--- src/rtl/alu_operand_serializer_pkg.sv ---
// Shared constants and state encoding for the ALU-side bit-serial operand/result adapter.
package alu_operand_serializer_pkg;

    localparam int DEF_REG_BITS = 8;
    localparam int DEF_NSHIFT   = 2;
    localparam int BEATS_SINGLE = DEF_REG_BITS / DEF_NSHIFT;
    localparam int BEATS_PAIR   = 2 * DEF_REG_BITS / DEF_NSHIFT;

    typedef enum logic [1:0] {
        ST_EMPTY    = 2'd0,
        ST_LOADED   = 2'd1,
        ST_SHIFTING = 2'd2
    } state_t;

    function automatic int beat_bits(input int reg_bits, input int nshift);
        return $clog2(2 * reg_bits / nshift);
    endfunction

endpackage

--- src/rtl/alu_operand_serializer_if.sv ---
// Upstream operand handshake, ALU serial lanes and collected-result bus of the serializer.
interface alu_operand_serializer_if #(
    parameter int REG_BITS  = alu_operand_serializer_pkg::DEF_REG_BITS,
    parameter int NSHIFT    = alu_operand_serializer_pkg::DEF_NSHIFT,
    parameter int BEAT_BITS = $clog2(2 * REG_BITS / NSHIFT)
) ();

    logic                  in_valid;
    logic                  in_ready;
    logic [2*REG_BITS-1:0] in_data;
    logic                  in_pair;
    logic                  alu_active;
    logic                  alu_op_done;
    logic [NSHIFT-1:0]     alu_data_out;
    logic [NSHIFT-1:0]     data_in2;
    logic                  out_valid;
    logic [2*REG_BITS-1:0] out_data;
    logic [BEAT_BITS:0]    out_beats;
    logic                  underrun;

    modport master (
        output in_valid, in_data, in_pair, alu_active, alu_op_done, alu_data_out,
        input  in_ready, data_in2, out_valid, out_data, out_beats, underrun
    );

    modport slave (
        input  in_valid, in_data, in_pair, alu_active, alu_op_done, alu_data_out,
        output in_ready, data_in2, out_valid, out_data, out_beats, underrun
    );

endinterface

--- src/rtl/alu_operand_serializer_serial_shift_reg.sv ---
// Right-shifting register, STEP bits per enabled cycle, new bits entering at the MSB end.
module serial_shift_reg #(
    parameter int WIDTH = 16,
    parameter int STEP  = 2
) (
    input  logic             clk,
    input  logic             reset,
    input  logic             load,
    input  logic [WIDTH-1:0] load_val,
    input  logic             shift_en,
    input  logic [STEP-1:0]  shift_in,
    output logic [WIDTH-1:0] q
);

    // Load beats shift so a new operand can land in the same cycle the last beat leaves.
    always_ff @(posedge clk) begin
        if (reset)
            q <= '0;
        else if (load)
            q <= load_val;
        else if (shift_en)
            q <= {shift_in, q[WIDTH-1:STEP]};
    end

endmodule

--- src/rtl/alu_operand_serializer.sv ---
// Bit-serial operand feeder and result collector beside the ALU: parallel in, NSHIFT bits per cycle.
module alu_operand_serializer
    import alu_operand_serializer_pkg::*;
#(
    parameter int REG_BITS  = DEF_REG_BITS,
    parameter int NSHIFT    = DEF_NSHIFT,
    parameter int BEAT_BITS = $clog2(2 * REG_BITS / NSHIFT)
) (
    input  logic                    clk,
    input  logic                    reset,
    alu_operand_serializer_if.slave bus
);

    localparam int W     = 2 * REG_BITS;
    localparam int TOTAL = W / NSHIFT;
    localparam int BW    = BEAT_BITS + 1;

    state_t          state;
    logic [BW-1:0]   beats;
    logic [BW-1:0]   beats_next;
    logic [W-1:0]    operand;
    logic [W-1:0]    capture;
    logic [W-1:0]    capture_next;
    logic [W-1:0]    load_val;
    logic [W-1:0]    aligned;
    logic            ready;
    logic            load;
    logic            op_shift;
    logic            done;
    int              pad;

    logic            out_valid;
    logic [W-1:0]    out_data;
    logic [BW-1:0]   out_beats;
    logic            underrun;

    // Accepting in the done cycle lets the next operand start with no bubble beat.
    assign ready    = (state == ST_EMPTY) ||
                      (state == ST_SHIFTING && bus.alu_active && bus.alu_op_done);
    assign load     = bus.in_valid && ready;
    assign load_val = bus.in_pair ? bus.in_data
                                  : {{REG_BITS{1'b0}}, bus.in_data[REG_BITS-1:0]};
    assign op_shift = bus.alu_active && (state != ST_EMPTY);
    assign done     = bus.alu_active && bus.alu_op_done;

    assign capture_next = {bus.alu_data_out, capture[W-1:NSHIFT]};
    assign beats_next   = beats + BW'(1);

    // Short ops leave their bits at the top of the collector; slide them down to bit 0.
    always_comb begin
        pad = 0;
        if (int'(beats_next) < TOTAL)
            pad = (TOTAL - int'(beats_next)) * NSHIFT;
        aligned = capture_next >> pad;
    end

    serial_shift_reg #(.WIDTH(W), .STEP(NSHIFT)) u_operand (
        .clk      (clk),
        .reset    (reset),
        .load     (load),
        .load_val (load_val),
        .shift_en (op_shift),
        .shift_in ({NSHIFT{1'b0}}),
        .q        (operand)
    );

    // The collector runs on every active cycle, even with no operand, so ALU results stay visible.
    serial_shift_reg #(.WIDTH(W), .STEP(NSHIFT)) u_capture (
        .clk      (clk),
        .reset    (reset),
        .load     (1'b0),
        .load_val ({W{1'b0}}),
        .shift_en (bus.alu_active),
        .shift_in (bus.alu_data_out),
        .q        (capture)
    );

    always_ff @(posedge clk) begin
        if (reset) begin
            state     <= ST_EMPTY;
            beats     <= '0;
            out_valid <= 1'b0;
            out_data  <= '0;
            out_beats <= '0;
            underrun  <= 1'b0;
        end else begin
            out_valid <= 1'b0;
            if (bus.alu_active) begin
                beats <= beats_next;
                if (state == ST_EMPTY)
                    underrun <= 1'b1;
                else
                    state <= ST_SHIFTING;
                if (done) begin
                    out_valid <= 1'b1;
                    out_data  <= aligned;
                    out_beats <= beats_next;
                    beats     <= '0;
                    state     <= ST_EMPTY;
                end
            end
            // A fresh operand always starts a fresh beat count.
            if (load) begin
                state <= ST_LOADED;
                beats <= '0;
            end
        end
    end

    assign bus.in_ready  = ready;
    assign bus.data_in2  = (state == ST_EMPTY) ? '0 : operand[NSHIFT-1:0];
    assign bus.out_valid = out_valid;
    assign bus.out_data  = out_data;
    assign bus.out_beats = out_beats;
    assign bus.underrun  = underrun;

    a_beats_nonzero: assert property (@(posedge clk) disable iff (reset)
        out_valid |-> (out_beats != '0));

    a_hold_when_idle: assert property (@(posedge clk) disable iff (reset)
        (state == ST_LOADED && !bus.alu_active) |=> $stable(operand));

endmodule

--- src/flat_wrapper.sv ---
// flat-port wrapper written by rule: the top's interface ports become plain ports
module alu_operand_serializer_flat import alu_operand_serializer_pkg::*;
#(
    parameter int REG_BITS  = DEF_REG_BITS,
    parameter int NSHIFT    = DEF_NSHIFT,
    parameter int BEAT_BITS = $clog2(2 * REG_BITS / NSHIFT)
)
  (clk, reset, bus_in_valid, bus_in_data, bus_in_pair, bus_alu_active, bus_alu_op_done, bus_alu_data_out, bus_in_ready, bus_data_in2, bus_out_valid, bus_out_data, bus_out_beats, bus_underrun);
  alu_operand_serializer_if #(.REG_BITS(REG_BITS), .NSHIFT(NSHIFT), .BEAT_BITS(BEAT_BITS)) bus_i ();
  input  logic clk;
  input  logic reset;
  input wire logic [$bits(bus_i.in_valid)-1:0] bus_in_valid;
  input wire logic [$bits(bus_i.in_data)-1:0] bus_in_data;
  input wire logic [$bits(bus_i.in_pair)-1:0] bus_in_pair;
  input wire logic [$bits(bus_i.alu_active)-1:0] bus_alu_active;
  input wire logic [$bits(bus_i.alu_op_done)-1:0] bus_alu_op_done;
  input wire logic [$bits(bus_i.alu_data_out)-1:0] bus_alu_data_out;
  output wire logic [$bits(bus_i.in_ready)-1:0] bus_in_ready;
  output wire logic [$bits(bus_i.data_in2)-1:0] bus_data_in2;
  output wire logic [$bits(bus_i.out_valid)-1:0] bus_out_valid;
  output wire logic [$bits(bus_i.out_data)-1:0] bus_out_data;
  output wire logic [$bits(bus_i.out_beats)-1:0] bus_out_beats;
  output wire logic [$bits(bus_i.underrun)-1:0] bus_underrun;
  assign bus_i.in_valid = bus_in_valid;
  assign bus_i.in_data = bus_in_data;
  assign bus_i.in_pair = bus_in_pair;
  assign bus_i.alu_active = bus_alu_active;
  assign bus_i.alu_op_done = bus_alu_op_done;
  assign bus_i.alu_data_out = bus_alu_data_out;
  assign bus_in_ready = bus_i.in_ready;
  assign bus_data_in2 = bus_i.data_in2;
  assign bus_out_valid = bus_i.out_valid;
  assign bus_out_data = bus_i.out_data;
  assign bus_out_beats = bus_i.out_beats;
  assign bus_underrun = bus_i.underrun;
  alu_operand_serializer #(.REG_BITS(REG_BITS), .NSHIFT(NSHIFT), .BEAT_BITS(BEAT_BITS)) u_core (.clk(clk), .reset(reset), .bus(bus_i));
endmodule
--- config.mk ---
export PLATFORM = sky130hd
export DESIGN_NAME = alu_operand_serializer_flat
export DESIGN_NICKNAME = d
export VERILOG_FILES = /design/src/rtl/alu_operand_serializer_pkg.sv /design/src/rtl/alu_operand_serializer_if.sv /design/src/rtl/alu_operand_serializer_serial_shift_reg.sv /design/src/rtl/alu_operand_serializer.sv /design/src/flat_wrapper.sv
export SDC_FILE = /design/constraint.sdc
export NUM_CORES = 1
export LEC_CHECK = 0
export BUFFER_PORTS_ARGS = -buffer_cell sky130_fd_sc_hd__buf_2
export CAP_MARGIN = 20
export CORE_ASPECT_RATIO = 0.7
export CORE_MARGIN = 10
export CORE_UTILIZATION = 51
export CTS_CLUSTER_DIAMETER = 120
export DETAILED_ROUTE_END_ITERATION = 10
export HOLD_SLACK_MARGIN = 0.05
export PLACE_DENSITY = 0.77
export SETUP_SLACK_MARGIN = 0.15
export SYNTH_ARGS = -nofsm -noshare
export SYNTH_HDL_FRONTEND = slang
export SYNTH_SLANG_ARGS = --single-unit
--- constraint.sdc ---
create_clock -name clk -period 2.1 [get_ports clk]
set_input_delay 0.63 -clock clk [delete_from_list [all_inputs] [get_ports clk]]
set_output_delay 0.63 -clock clk [all_outputs]
set_load 0.05 [all_outputs]
==> out/qor.json <==
{
  "logic_synthesis": {
    "synth_fp_nets": 402,
    "synth.largest_area_cell": "sky130_fd_sc_hd__dfxtp_1",
    "ys.warnings.count": 0,
    "postSynth.topFlopCell": "sky130_fd_sc_hd__dfxtp_1",
    "synth.most_common_cell": "sky130_fd_sc_hd__nor2_1",
    "async_flop_share_pct": 0,
    "synthesis.area_per_instance_um2": 8.179,
    "synth_common_cells": "sky130_fd_sc_hd__nor2_1, sky130_fd_sc_hd__dfxtp_1, sky130_fd_sc_hd__nand2_1",
    "synth-seq-cells": 58,
    "synth_edf_count": 0,
    "cell_types_occupying_the_most_area_after_synthesis": "sky130_fd_sc_hd__dfxtp_1, sky130_fd_sc_hd__nor2_1, sky130_fd_sc_hd__mux2i_1, sky130_fd_sc_hd__nand2_1, sky130_fd_sc_hd__a21oi_1",
    "synth.cell_area_um2": 3075,
    "yosysSeqAreaShare_pct": 37.75,
    "yosys.area.top_type_share_pct": 37.75,
    "yosys.cell_types.count": 55,
    "synthCells": 376
  },
  "global_route": {
    "grt_use_total_pct": 18.50,
    "grt_overflow": 0,
    "vias_in_the_first_global_route": 2910,
    "antenna_found_initial": 0,
    "grt_start_max_net_pins": 29,
    "grt_first_pass_wirelength_um": 14720
  },
  "clocking": {
    "cts_root_buf": "sky130_fd_sc_hd__clkbuf_8",
    "clkSlewWorstSetupHoldPaths_ns": 0.07,
    "postCtsHoldBufs": 0,
    "clock_buffer_depth": 2,
    "tritoncts_clock_tree": "built",
    "clock_latency_ns": 0.34,
    "htree_num_levels": 3,
    "numCtsBuffers": 9,
    "clock_sink_count": 58
  },
  "timing": {
    "max_slew.worst_pin.slew_ns": 0.5155,
    "totalNegativeSetupSlack_ns": 0,
    "slew_headroom_pct": 65.64,
    "clock.fmax_mhz": 500.2,
    "final_max_slew_viol_count": 0,
    "grt_setup_unrepaired": "yes",
    "final_critical_delay_including_setup_and_external_delays_ns": 1.999,
    "setup-violations-final": 0,
    "hold_violations": 0,
    "hold-worst-slack_ns": 0.4666,
    "fin_worst_skew_ns": 0.005843,
    "min_period_over_period_pct": 95.19
  },
  "final_layout": {
    "number_of_inserted_filler_cells_in_the_final_layout": 477,
    "antennaDiodeCount": 0,
    "final_layout_net_count": 469,
    "final_cell_count_no_fill": 523,
    "layout_cell_share_with_drive_strength_beyond_1_pct": 29.46,
    "final_core_area_utilization_pct": 68.46,
    "areaGrowthSynthToFinish_pct": 28.76
  },
  "route": {
    "detail_route.first_pass.iterations": 5,
    "detail_route.drc_violations": 0,
    "post_drt_via_cell_ratio": 5.979,
    "detail-route-antenna-nets": 0,
    "vias": 3127,
    "wire_per_inst_um": 17.52,
    "first_iter_violations": 265,
    "totalWireLength_um": 9161
  },
  "floorplan": {
    "placementRows": 23,
    "design.portCount": 49,
    "initial_util_pct": 53.17,
    "die_width_um": 112.8,
    "placeableCoreArea_um2": 5784,
    "die-height_um": 84.97,
    "dieArea_um2": 9586
  },
  "place": {
    "dpl.cell_count": 500,
    "detailedPlacementHpwl_um": 6407,
    "place.gp.congestion": 0.9699,
    "numPortBuffers": 48
  },
  "worst_setup_path": {
    "critPathCaptureType": "flip-flop",
    "timing.critical_path.slowest_cell_delay_ns": 0.44,
    "crit_path_max_fanout": 6,
    "slowest_stage": "sky130_fd_sc_hd__a221oi_1",
    "crit_path_cell_trace": "ha_4 -> o21bai_1 -> nand2_1 -> a221oi_1 -> nand3_1 -> a32o_1",
    "critical_path_required_ns": 2.34,
    "critPathLaunchType": "flip-flop",
    "crit_type": "flip-flop to flip-flop",
    "critPathArrivalTime_ns": 2.24
  },
  "power_and_ir_drop": {
    "power_density_nw_per_um2": 684.7,
    "p_total_uw": 2712,
    "vdd_drop_max_mv": 0.4882,
    "leakagePower_uw": 0.001599
  },
  "hold_path": {
    "worstHoldPathType": "flip-flop to flip-flop"
  },
  "job": {
    "cap_viol_max_count": 0
  },
  "run_status": {
    "result_of_the_run": "complete, no violations"
  }
}
## registers in the layout, indices dropped and copies added (netlist names)
register	flops
u_core.bus.out_beats	4
u_core.bus.out_valid	1
u_core.beats	4
u_core.u_capture.q	14
u_core.bus.out_data	16
u_core.u_operand.q	16
u_core.bus.underrun	1
u_core.state	2
## path summary, 6_finish.rpt
| check | cells after the start | from | end | slack [ns] |
|---|---|---|---|---|
| hold reg to reg | 2 | u_core.bus.out_beats[1] | u_core.bus.out_beats[1] | 0.47 |
| setup reg to reg | 6 | u_core.beats[0] | u_core.bus.out_data[4] | 0.10 |
| hold / removal | 2 | u_core.bus.out_beats[1] | u_core.bus.out_beats[1] | 0.47 |
| setup / recovery | 6 | u_core.beats[0] | u_core.bus.out_data[4] | 0.10 |
## layout make-up
| type | instances | area [um2] | share of cell area (%) |
|---|---|---|---|
| Timing Repair Buffer | 82 | 548.0 | 13.84 |
| Sequential cell | 58 | 1169 | 29.51 |
| Inverter | 2 | 7.507 | 0.1896 |
| Tap cell | 75 | 93.84 | 2.370 |
| Clock buffer | 11 | 141.4 | 3.570 |
| Clock inverter | 5 | 77.57 | 1.959 |
| Multi-Input combinational cell | 290 | 1923 | 48.56 |
## routing by layer
layer	share of wire (%)	GRT usage, %	wire length, um
met1	45	24.29	4086
met2	44	27.24	4063
met3	9.4	6.610	861
met4	1.6	6.552	149
met5	0	0	0
## repair_timing
| item | CTS | global route |
|---|---|---|
| cloned | 1 | 0 |
| pin swaps | 3 | 9 |
| endpoints found under the setup margin | 18 | 16 |
| gates resized for setup | 13 | 21 |
| setup buffers | 3 | 3 |
| hold endpoints to repair | 0 | 0 |
## worst max-delay path, delay by kind of cell, from the launching register on
kind	cells	cell delay [ns]
AND/OR/NAND/NOR	2	0.39
flip-flops	1	0.35
AO/OA/AOI/OAI	3	0.84
adder cells (fa/ha/maj)	1	0.31
## per-stage QoR
stage | setup WS, ns | area, um2
2_1_floorplan | 0.1482 | 3087
3_3_place_gp | 0.01806 | 3532
3_5_place_dp | -0.04390 | 3532
4_1_cts | 0.1530 | 3850
5_1_grt | 0.09609 | 3960
6_report | 0.1010 | 3960
## logic make-up (layout without fill, tap and decap cells)
group           Yosys count  count (layout)  synth area share, %
mux                      26              26                9.357
buf+inv                  29             100                4.272
xor+xnor                  2               2                1.180
flops                    58              58                37.75
simple gates            167             167                24.29
compound gates           92              93                22.34
fa+ha+maj                 2               2               0.8135
## report_power, final
group	switching [uW]	internal [uW]
registers	28.3	1140
logic	243	154
clock network	451	696
total	722	1990
## cells in the final DEF (no fill, tap or decap), types with 5 or more instances in the layout
cell,instances
sky130_fd_sc_hd__a21oi_1,21
sky130_fd_sc_hd__a22o_1,6
sky130_fd_sc_hd__a22oi_1,10
sky130_fd_sc_hd__a311oi_1,8
sky130_fd_sc_hd__a31oi_1,6
sky130_fd_sc_hd__and2_1,5
sky130_fd_sc_hd__buf_2,45
sky130_fd_sc_hd__buf_4,31
sky130_fd_sc_hd__clkbuf_8,10
sky130_fd_sc_hd__dfxtp_1,54
sky130_fd_sc_hd__mux2i_1,22
sky130_fd_sc_hd__nand2_1,52
sky130_fd_sc_hd__nand3_1,13
sky130_fd_sc_hd__nor2_1,56
sky130_fd_sc_hd__nor2b_1,7
sky130_fd_sc_hd__nor3_1,15
sky130_fd_sc_hd__o22ai_1,5
Power figures use the tool's default switching activity.
